<file path="src/rtl/ppcm_write_nexys3_pkg.sv">
// ppcm_write_nexys3_pkg: opcodes, status bits, states and timing helpers for the P-PCM writer.
// PPCM_UNLOCK_EN adds the block-unlock states S_UNLK1/S_UNLK2.
package ppcm_write_nexys3_pkg;
  localparam logic [15:0] CMD_PROG  = 16'h0040;
  localparam logic [15:0] CMD_CLRSR = 16'h0050;
  localparam logic [15:0] CMD_UNLK  = 16'h0060;
  localparam logic [15:0] CMD_CONF  = 16'h00D0;
  localparam logic [15:0] CMD_RDARR = 16'h00FF;
  localparam int SR_RDY  = 7;
  localparam int SR_PROG = 4;
  localparam int SR_VPP  = 3;
  localparam int SR_LOCK = 1;
  typedef enum logic [3:0] {
    S_INIT, S_IDLE,
`ifdef PPCM_UNLOCK_EN
    S_UNLK1, S_UNLK2,
`endif
    S_CMD, S_DATA, S_POLL, S_CLR, S_RDARR, S_DONE
  } state_t;
  localparam state_t S_FIRST =
`ifdef PPCM_UNLOCK_EN
    S_UNLK1;
`else
    S_CMD;
`endif
  typedef enum logic [2:0] {P_IDLE, P_SETUP, P_PULSE, P_HOLD, P_RD, P_REC} phase_t;
  function automatic int get_width(input int x);
    return x < 1 ? 1 : $clog2(x + 1);
  endfunction
  function automatic int count_of(input int freq, input int delay);
    return 1 + freq * delay / 1000;
  endfunction
endpackage

</file>
<file path="src/rtl/ppcm_write_nexys3_bus_cycle.sv">
// ppcm_write_nexys3_bus_cycle: one timed P-PCM write (setup/pulse/hold) or status read (access/recover).
module ppcm_write_nexys3_bus_cycle
  import ppcm_write_nexys3_pkg::*;
#(
  parameter int AW   = 23,
  parameter int C_WP = 7,
  parameter int C_WH = 4,
  parameter int C_RD = 12
) (
  input  logic          clk,
  input  logic          rst_n,
  input  logic          start,
  input  logic          is_read,
  input  logic [AW-1:0] addr,
  input  logic [15:0]   wdata,
  input  logic [15:0]   pcm_din,
  output logic          done,
  output logic [15:0]   rdata,
  output logic          ce_n,
  output logic          oe_n,
  output logic          we_n,
  output logic          dout_en,
  output logic [AW-1:0] pcm_addr,
  output logic [15:0]   pcm_dout
);
  localparam int CMAX = C_RD > C_WP ? (C_RD > C_WH ? C_RD : C_WH) : (C_WP > C_WH ? C_WP : C_WH);
  localparam int CW = get_width(CMAX);
  localparam logic [CW-1:0] L_WP = CW'(C_WP - 1);
  localparam logic [CW-1:0] L_WH = CW'(C_WH - 1);
  localparam logic [CW-1:0] L_RD = CW'(C_RD - 1);
  phase_t phase, phase_nx;
  logic [CW-1:0] cnt;
  always_ff @(posedge clk or negedge rst_n)
    if (!rst_n) phase <= P_IDLE;
    else phase <= phase_nx;
  always_ff @(posedge clk or negedge rst_n)
    if (!rst_n) begin
      cnt <= '0;
      rdata <= '0;
      pcm_addr <= '0;
      pcm_dout <= '0;
    end else begin
      if (phase_nx != phase) cnt <= '0;
      else if (cnt != CW'(CMAX)) cnt <= cnt + CW'(1);
      if (phase == P_IDLE && start) pcm_addr <= addr;
      if (phase == P_IDLE && start && !is_read) pcm_dout <= wdata;
      if (phase == P_RD && cnt == L_RD) rdata <= pcm_din;
    end
  always_comb begin
    phase_nx = phase;
    case (phase)
      P_IDLE:  if (start) phase_nx = is_read ? P_RD : P_SETUP;
      P_SETUP: phase_nx = P_PULSE;
      P_PULSE: if (cnt == L_WP) phase_nx = P_HOLD;
      P_HOLD:  if (cnt == L_WH) phase_nx = P_IDLE;
      P_RD:    if (cnt == L_RD) phase_nx = P_REC;
      default: phase_nx = P_IDLE;
    endcase
  end
  // Data pads are driven only in write phases, output enable only in read phases, so they never overlap.
  always_comb begin
    done    = (phase == P_HOLD && cnt == L_WH) || phase == P_REC;
    ce_n    = !(phase inside {P_SETUP, P_PULSE, P_RD});
    oe_n    = phase != P_RD;
    we_n    = phase != P_PULSE;
    dout_en = phase inside {P_SETUP, P_PULSE, P_HOLD};
  end
endmodule

</file>
<file path="src/rtl/ppcm_write_nexys3.sv">
// ppcm_write_nexys3: programs a 32-bit word into P-PCM as two 16-bit halves, polls status, restores read-array.
// Define PPCM_UNLOCK_EN to unlock the block (0x60, 0xD0) before each half.
module ppcm_write_nexys3
  import ppcm_write_nexys3_pkg::*;
#(
  parameter int CLK_FREQ   = 100,
  parameter int ADDR_BITS  = 24,
  parameter int DELAY_INIT = 100000,
  parameter int DELAY_WP   = 60,
  parameter int DELAY_WH   = 30,
  parameter int DELAY_RD   = 115,
  parameter int POLL_MAX   = 20000
) (
  input  logic                 clk,
  input  logic                 rst_n,
  input  logic                 cs,
  input  logic [ADDR_BITS-3:0] addr,
  input  logic [31:0]          din,
  output logic                 busy,
  output logic                 ack,
  output logic                 err,
  output logic                 pcm_ce_n,
  output logic                 pcm_rst_n,
  output logic                 pcm_oe_n,
  output logic                 pcm_we_n,
  output logic [ADDR_BITS-2:0] pcm_addr,
  input  logic [15:0]          pcm_din,
  output logic [15:0]          pcm_dout,
  output logic                 pcm_dout_en
);
  localparam int C_INIT = count_of(CLK_FREQ, DELAY_INIT);
  localparam int IW = get_width(C_INIT - 1);
  localparam int PW = get_width(POLL_MAX);
  state_t state, state_nx;
  logic [IW-1:0] init_cnt;
  logic [PW-1:0] poll_cnt;
  logic [ADDR_BITS-3:0] addr_q;
  logic [31:0] din_q;
  logic [15:0] wdata, rdata;
  logic half, pending, start, done, is_read, init_done, sr_err, timeout;
  assign init_done = init_cnt == IW'(C_INIT - 1);
  assign sr_err = rdata[SR_RDY] & (rdata[SR_PROG] | rdata[SR_VPP] | rdata[SR_LOCK]);
  assign timeout = !rdata[SR_RDY] && poll_cnt == PW'(POLL_MAX - 1);
  always_ff @(posedge clk or negedge rst_n)
    if (!rst_n) state <= S_INIT;
    else state <= state_nx;
  always_comb begin
    state_nx = state;
    case (state)
      S_INIT:  if (init_done) state_nx = S_IDLE;
      S_IDLE:  if (cs) state_nx = S_FIRST;
`ifdef PPCM_UNLOCK_EN
      S_UNLK1: if (done) state_nx = S_UNLK2;
      S_UNLK2: if (done) state_nx = S_CMD;
`endif
      S_CMD:   if (done) state_nx = S_DATA;
      S_DATA:  if (done) state_nx = S_POLL;
      S_POLL:  if (done) state_nx = !rdata[SR_RDY] ? (timeout ? S_CLR : S_POLL) :
                                    sr_err ? S_CLR : half ? S_RDARR : S_FIRST;
      S_CLR:   if (done) state_nx = S_RDARR;
      S_RDARR: if (done) state_nx = S_DONE;
      default: state_nx = S_IDLE;
    endcase
  end
  always_ff @(posedge clk or negedge rst_n)
    if (!rst_n) begin
      init_cnt <= '0;
      poll_cnt <= '0;
      pcm_rst_n <= 1'b0;
      pending <= 1'b0;
      addr_q <= '0;
      din_q <= '0;
      half <= 1'b0;
      err <= 1'b0;
    end else begin
      pcm_rst_n <= 1'b1;
      pending <= start | (pending & ~done);
      if (state == S_INIT && !init_done) init_cnt <= init_cnt + IW'(1);
      if (state == S_DATA) poll_cnt <= '0;
      else if (state == S_POLL && done && !rdata[SR_RDY] && poll_cnt != PW'(POLL_MAX)) poll_cnt <= poll_cnt + PW'(1);
      if (state == S_IDLE && cs) begin
        addr_q <= addr;
        din_q <= din;
        half <= 1'b0;
        err <= 1'b0;
      end
      if (state == S_POLL && done) begin
        if (timeout || sr_err) err <= 1'b1;
        else if (rdata[SR_RDY]) half <= 1'b1;
      end
    end
  always_comb begin
    busy    = state != S_IDLE;
    ack     = state == S_DONE;
    start   = !(state inside {S_INIT, S_IDLE, S_DONE}) && !pending;
    is_read = state == S_POLL;
    wdata   = state == S_CMD   ? CMD_PROG :
              state == S_DATA  ? (half ? din_q[31:16] : din_q[15:0]) :
              state == S_CLR   ? CMD_CLRSR :
              state == S_RDARR ? CMD_RDARR :
`ifdef PPCM_UNLOCK_EN
              state == S_UNLK1 ? CMD_UNLK :
              state == S_UNLK2 ? CMD_CONF :
`endif
              16'h0000;
  end
  ppcm_write_nexys3_bus_cycle #(
    .AW(ADDR_BITS - 1),
    .C_WP(count_of(CLK_FREQ, DELAY_WP)),
    .C_WH(count_of(CLK_FREQ, DELAY_WH)),
    .C_RD(count_of(CLK_FREQ, DELAY_RD))
  ) u_bus (
    .clk(clk),
    .rst_n(rst_n),
    .start(start),
    .is_read(is_read),
    .addr({addr_q, half}),
    .wdata(wdata),
    .pcm_din(pcm_din),
    .done(done),
    .rdata(rdata),
    .ce_n(pcm_ce_n),
    .oe_n(pcm_oe_n),
    .we_n(pcm_we_n),
    .dout_en(pcm_dout_en),
    .pcm_addr(pcm_addr),
    .pcm_dout(pcm_dout)
  );
endmodule
</file>
<file path="config.mk">
export PLATFORM = sky130hd
export DESIGN_NAME = ppcm_write_nexys3
export DESIGN_NICKNAME = d
export VERILOG_FILES = /design/src/rtl/ppcm_write_nexys3_pkg.sv /design/src/rtl/ppcm_write_nexys3_bus_cycle.sv /design/src/rtl/ppcm_write_nexys3.sv
export SDC_FILE = /design/constraint.sdc
export NUM_CORES = 1
export LEC_CHECK = 0
export ABC_CLOCK_PERIOD_IN_PS = 5600
export CORE_ASPECT_RATIO = 0.5
export CORE_UTILIZATION = 55
export CTS_CLUSTER_DIAMETER = 60
export DETAILED_ROUTE_END_ITERATION = 12
export GPL_ROUTABILITY_DRIVEN = 0
export PLACE_DENSITY = 0.83
export SYNTH_ARGS = -nofsm -noshare
export SYNTH_HDL_FRONTEND = slang
export SYNTH_HIERARCHICAL = 1
export SYNTH_SLANG_ARGS = --single-unit
</file>
<file path="constraint.sdc">
create_clock -name clk -period 5.6 [get_ports clk]
set_input_delay 1.12 -clock clk [delete_from_list [all_inputs] [get_ports clk]]
set_output_delay 1.12 -clock clk [all_outputs]
set_load 0.02 [all_outputs]
</file>
# Yosys cells after proc, flatten, opt, wreduce, memory -nomap -nowiden
# Cells that the tools add are included.
[word_totals] inputBits=73 wordCells=114 regBits=145 output_inout_bits=47
[classes] mux=34 n_reduce_logical=27 n_bitwise=6 eq_ne=30 add_sub_neg=3
[ops] cell="$mux W16" count=3
[ops] cell="$mux W4" count=9
[ops] cell="$mux W15" count=2
[ops] cell="$pmux W4 S7" count=1
[ops] cell="$mux W3" count=8
[ops] cell="$eq A4 B3 Y1 const B" count=5
[ops] cell="$mux W8" count=2
[ops] cell="$add A15 B1 Y15 const B" count=1
[ops] cell="$eq A15 B15 Y1 const B" count=1
[ops] cell="$ne A15 B15 Y1 const B" count=1
[ops] cell="$pmux W3 S5" count=1
[ops] cell="$add A14 B1 Y14 const B" count=1
[ops] cell="$eq A14 B14 Y1 const B" count=1
[ops] cell="$ne A2 B2 Y1 const B" count=7
[ops] cell="$eq A4 B2 Y1 const B" count=3
[ops] cell="$logic_and A1 B1 Y1" count=11
[ops] cell="$reduce_bool A3 Y1" count=3
[ops] cell="$mux W1" count=8
[ops] cell="$reduce_and A7 Y1" count=1
[ops] cell="$eq A3 B2 Y1 const B" count=2
[ops] cell="$eq A3 B3 Y1 const B" count=2
[ops] cell="$logic_not A1 Y1" count=6
[ops] cell="$add A4 B1 Y4 const B" count=1
[ops] cell="$eq A4 B1 Y1 const B" count=1
[ops] cell="14 further kinds" count=19

# Longest topological paths before layout
[logic_depth] depth_word=8 mapped_depth=10 mapped_depth_nobuf=9

# Modules after synthesis
# The synthesis kept the hierarchy.
[modules_own_cells] mod="ppcm_write_nexys3" n_inst=1 cells_per_inst=355 seq_area_each_um2=2252.2 area_each_um2=4255.3
[modules_own_cells] mod="ppcm_write_nexys3_bus_cycle" n_inst=1 cells_per_inst=178 seq_area_each_um2=1551.5 area_each_um2=2581.2

# Least setup slack after synthesis
# Ideal clock, no wire load.
[synth_path] path_type="register to register" from="register u_bus.cnt[1]" to="register poll_cnt[14]" synth_period_minus_slack_ps=2521 path_stages_with_launch=11 arrival_ps=2399 n_path_buf=1 t_required_ps=5479 slack_ps=3079 setup_time_ps=121 cell_sequence="dfrtp_1 > ha_1 > nor3b_1 > a21oi_1 > nor2b_1 > nand4bb_4 > or2_1 > buf_2 > nor4_2 > xnor2_1 > nor2_1"
[synth_between] elab_chain_cells=7
[synth_lines] item="start: declaration" line_no="ppcm_write_nexys3_bus_cycle.sv:32" rtl="logic [CW-1:0] cnt;"
[synth_lines] item="start signal: assignment" line_no="ppcm_write_nexys3_bus_cycle.sv:44" rtl="else if (cnt != CW'(CMAX)) cnt <= cnt + CW'(1);"
[synth_lines] item="$eq A4 B2 Y1" line_no="ppcm_write_nexys3_bus_cycle.sv:62" rtl="done = (phase == P_HOLD && cnt == L_WH) || phase == P_REC;"
[synth_lines] item="$logic_and A1 B1 Y1" line_no="ppcm_write_nexys3_bus_cycle.sv:62"
[synth_lines] item="$logic_or A1 B1 Y1" line_no="ppcm_write_nexys3_bus_cycle.sv:62"
[synth_lines] item="named net done" line_no="ppcm_write_nexys3.sv:40" rtl="logic half, pending, start, done, is_read, init_done, sr_err, timeout;"
[synth_lines] item="$logic_and A1 B1 Y1 (3 in series)" line_no="ppcm_write_nexys3.sv:80" rtl="else if (state == S_POLL && done && !rdata[SR_RDY] && poll_cnt != PW'(POLL_MAX)) poll_cnt <= poll_cnt + PW'(1) ..."
[synth_lines] item="$reduce_bool A2 Y1 (no line)"
[synth_lines] item="end signal: assignment" line_no="ppcm_write_nexys3.sv:80"
[synth_lines] item="end: declaration" line_no="ppcm_write_nexys3.sv:36" rtl="logic [PW-1:0] poll_cnt;"
# The timed path passes the listed nets, and every way through them passes these cells.
# A chain may end at the register's enable or synchronous reset.

# Worst setup path in the final report
[layout_path] from="register state[0]" to="register u_bus.cnt[2]"
[layout_between] elab_chain_cells=8 word_cells_on_any_way=13 cone_classes="4 x eq/ne; 4 x mux; 5 x reduce/logical"
[layout_lines] item="start: declaration" line_no="ppcm_write_nexys3.sv:34" rtl="state_t state, state_nx;"
[layout_lines] item="start signal: assignment" line_no="ppcm_write_nexys3.sv:46" rtl="else state <= state_nx;"
[layout_lines] item="$eq A4 B1 Y1, or another cell as far along" line_no="ppcm_write_nexys3.sv:95" rtl="start = !(state inside {S_INIT, S_IDLE, S_DONE}) && !pending;"
[layout_lines] item="$reduce_bool A3 Y1 (*)" line_no="ppcm_write_nexys3.sv:95"
[layout_lines] item="$logic_not A1 Y1 (*)" line_no="ppcm_write_nexys3.sv:95"
[layout_lines] item="$logic_and A1 B1 Y1 (*)" line_no="ppcm_write_nexys3.sv:95"
[layout_lines] item="named net start" line_no="ppcm_write_nexys3.sv:40"
[layout_lines] item="$mux W3 (*)" line_no="ppcm_write_nexys3_bus_cycle.sv:52" rtl="P_IDLE: if (start) phase_nx = is_read ? P_RD : P_SETUP;"
[layout_lines] item="$pmux W3 S5 (*)" line_no="ppcm_write_nexys3_bus_cycle.sv:51" rtl="case (phase)"
[layout_lines] item="$ne A3 B3 Y1 (*)" line_no="ppcm_write_nexys3_bus_cycle.sv:43" rtl="if (phase_nx != phase) cnt <= '0;"
[layout_lines] item="$mux W4 / $reduce_bool A2 Y1 (equally long branches)"
# Mark *: on every way through the listed nets, which the timed path passes. The rest lies on a longest branch.

==> results.cfg <==
[clock_network]
clk_pin_slew_ps = 60
cts.htree.levels = 4
cts_root_buf = clkbuf_16
ctsLongestPathBuffers = 2
cts_tree = done
hold_buffers = 0
cts_buffers = 17
post_cts_resized = 0
clock_latency_ps = 410
postCtsSetupRepairBufs = 0
numClockSinks = 140

[route]
drt_wl_total_um = 12610
drtPass1Iterations = 4
vias = 4257
wl_per_cell_um = 16.33
antenna_left = 0
viasPerCell = 5.514
drc_errors = 0
initialDrtViolationCount = 216

[setup_path]
start_kind = register
r2r_cells = 8
cp_top_family = simple AND/OR/NAND/NOR gates
max_stage_delay_ps = 860
worstPathRequired_ps = 5890
worstPathBufferInverterCount = 1
r2r-end = u_bus/cnt[2]$_DFFE_PN0P_
r2r_slack_ps = 2250
rr_startpoint = state[0]$_DFFE_PN0P_
cp_max_fo = 25
endpoint_kind = register
critPathSlowestCell = nor2b_2
worstSetupPathType = reg2reg
arrival_ps = 3640
crit_path_cell_trace = and3_1 > or2_2 > nor2_1 > nor4b_4 > buf_4 > nor2b_2 > o32a_1 > nor3_1

[global_routing]
overflow = 0
grt_antenna_before_repair = 0
track_usage = 0.2305
grt_pass1_vias = 4347
grt_pass1_wl_um = 21560
grt_start_max_net_pins = 108

[finish]
fillers = 756
drive_gt1_frac = 0.1595
diodes = 0
final_core_util = 0.7256
syn_to_final_growth_pct = 26.37
finalInstanceArea_sq_um = 8089
final_nets = 694

[place]
hpwlAfterDp_um = 8307
io_buffers = 107
placed_cell_area_sq_um = 7528

[timing]
rsz0062_at_grt = no
tightest_slew_ps = 1054
max_freq_mhz = 298.3
fin_hold_ws_ps = 462.6
finalSetupTns_ps = 0
finalHoldViolCount = 0
skew_ps = 7.089
post-route-min-period_ps = 3353
fin_crit_sh = 0.5987
setup_viol = 0
max_slew_margin = 0.2972
maxSlewViolCount = 0

[hold_path]
hold-path-endpoint = init_cnt[13]$_DFFE_PN0P_
holdPathStages = 1
hp-start = init_cnt[13]$_DFFE_PN0P_
hp-class = reg2reg

[run]
maxCapViolations = 0

[power_and_ir_drop]
vdd_drop_max_mv = 0.2057
power_w = 0.002186
p_per_area_nw_per_um2 = 270.2
p_leak_nw = 3.665

[run_status]
status = finished, final reports clean

[synth]
synth_cells = 509
synth_area_sq_um = 6401
syn_nets = 589
syn_area_per_cell_sq_um = 12.58
yosys_warnings = 6

[floorplanning]
num_io_pins = 120
die_h_um = 78.29
die-area_sq_um = 12100
core_sq_um = 11150
initial_core_util = 0.5742
rows = 27
die_w_um = 154.6
## stage by stage
step,worst slack [ps],instances
floorplan,3079,509
global placement,2317,740
detailed placement,2295,740
CTS,2204,772
global route,2029,772
finish,2247,772
## cells in the final DEF (no fill, tap or decap), types with 5 or more instances in the layout
cell type / instances
a21oi_1: 9
and3_1: 6
clkbuf_16: 17
clkdlybuf4s50_1: 106
clkinvlp_4: 5
dfrtp_1: 140
ha_1: 7
inv_1: 15
mux2_1: 48
mux2_2: 50
mux2i_1: 18
nand2_1: 22
nand3_1: 16
nand4_1: 9
nor2_1: 37
nor2b_1: 5
nor3_1: 7
o21a_1: 6
o21ai_0: 14
xnor2_1: 21
## routing by layer
layer  share of wire  wire length [um]  track usage
met5               0                 0            0
met2            0.50              6258       0.3805
met3           0.053               672      0.06681
met4           0.017               220      0.09901
met1            0.43              5457       0.2864
## power by group
part / total (W) / internal, W / switching [W] / leakage [nW]
combinational: 0.0000828 / 0.0000509 / 0.0000319 / 1.54
sequential: 0.00104 / 0.00103 / 0.00000928 / 1.86
clock: 0.00106 / 0.000624 / 0.000437 / 0.262
## final cells by class
type,instances,area (sq um),area share
Clock buffer,19,442.9,0.05476
Timing Repair Buffer,110,1095,0.1353
Tap cell,145,181.4,0.02243
Inverter,15,56.30,0.006961
Sequential cell,140,3503,0.4331
Clock inverter,13,117.6,0.01454
Multi-Input combinational cell,330,2693,0.3329
## registers in the layout, summed over array words and instances, names as in the netlist
signal and cells:
addr_q 22, init_cnt 14, state 3, err 1
u_bus/cnt 4, pcm_rst_n 1, poll_cnt 15, u_bus/phase 3
u_bus/pcm_addr 23, half 1, u_bus/rdata 4, u_bus/pcm_dout 16
pending 1, din_q 32
## worst max path at each step
stage                             startpoint                        to  slack [ps]  depth (start not counted)
global placement        state[0]$_DFFE_PN0P_  u_bus/cnt[1]$_DFFE_PN0P_        2320                          8
detailed placement      state[0]$_DFFE_PN0P_  u_bus/cnt[2]$_DFFE_PN0P_        2290                          8
global route            state[1]$_DFFE_PN0P_  u_bus/cnt[0]$_DFFE_PN0P_        2030                          8
finish                  state[0]$_DFFE_PN0P_  u_bus/cnt[2]$_DFFE_PN0P_        2250                          8
CTS                     state[0]$_DFFE_PN0P_  u_bus/cnt[2]$_DFFE_PN0P_        2200                          8
floorplan           u_bus/cnt[1]$_DFFE_PN0P_  poll_cnt[14]$_DFFE_PN0P_        3080                         10
Note: power is estimated with default switching activity, not from simulation.
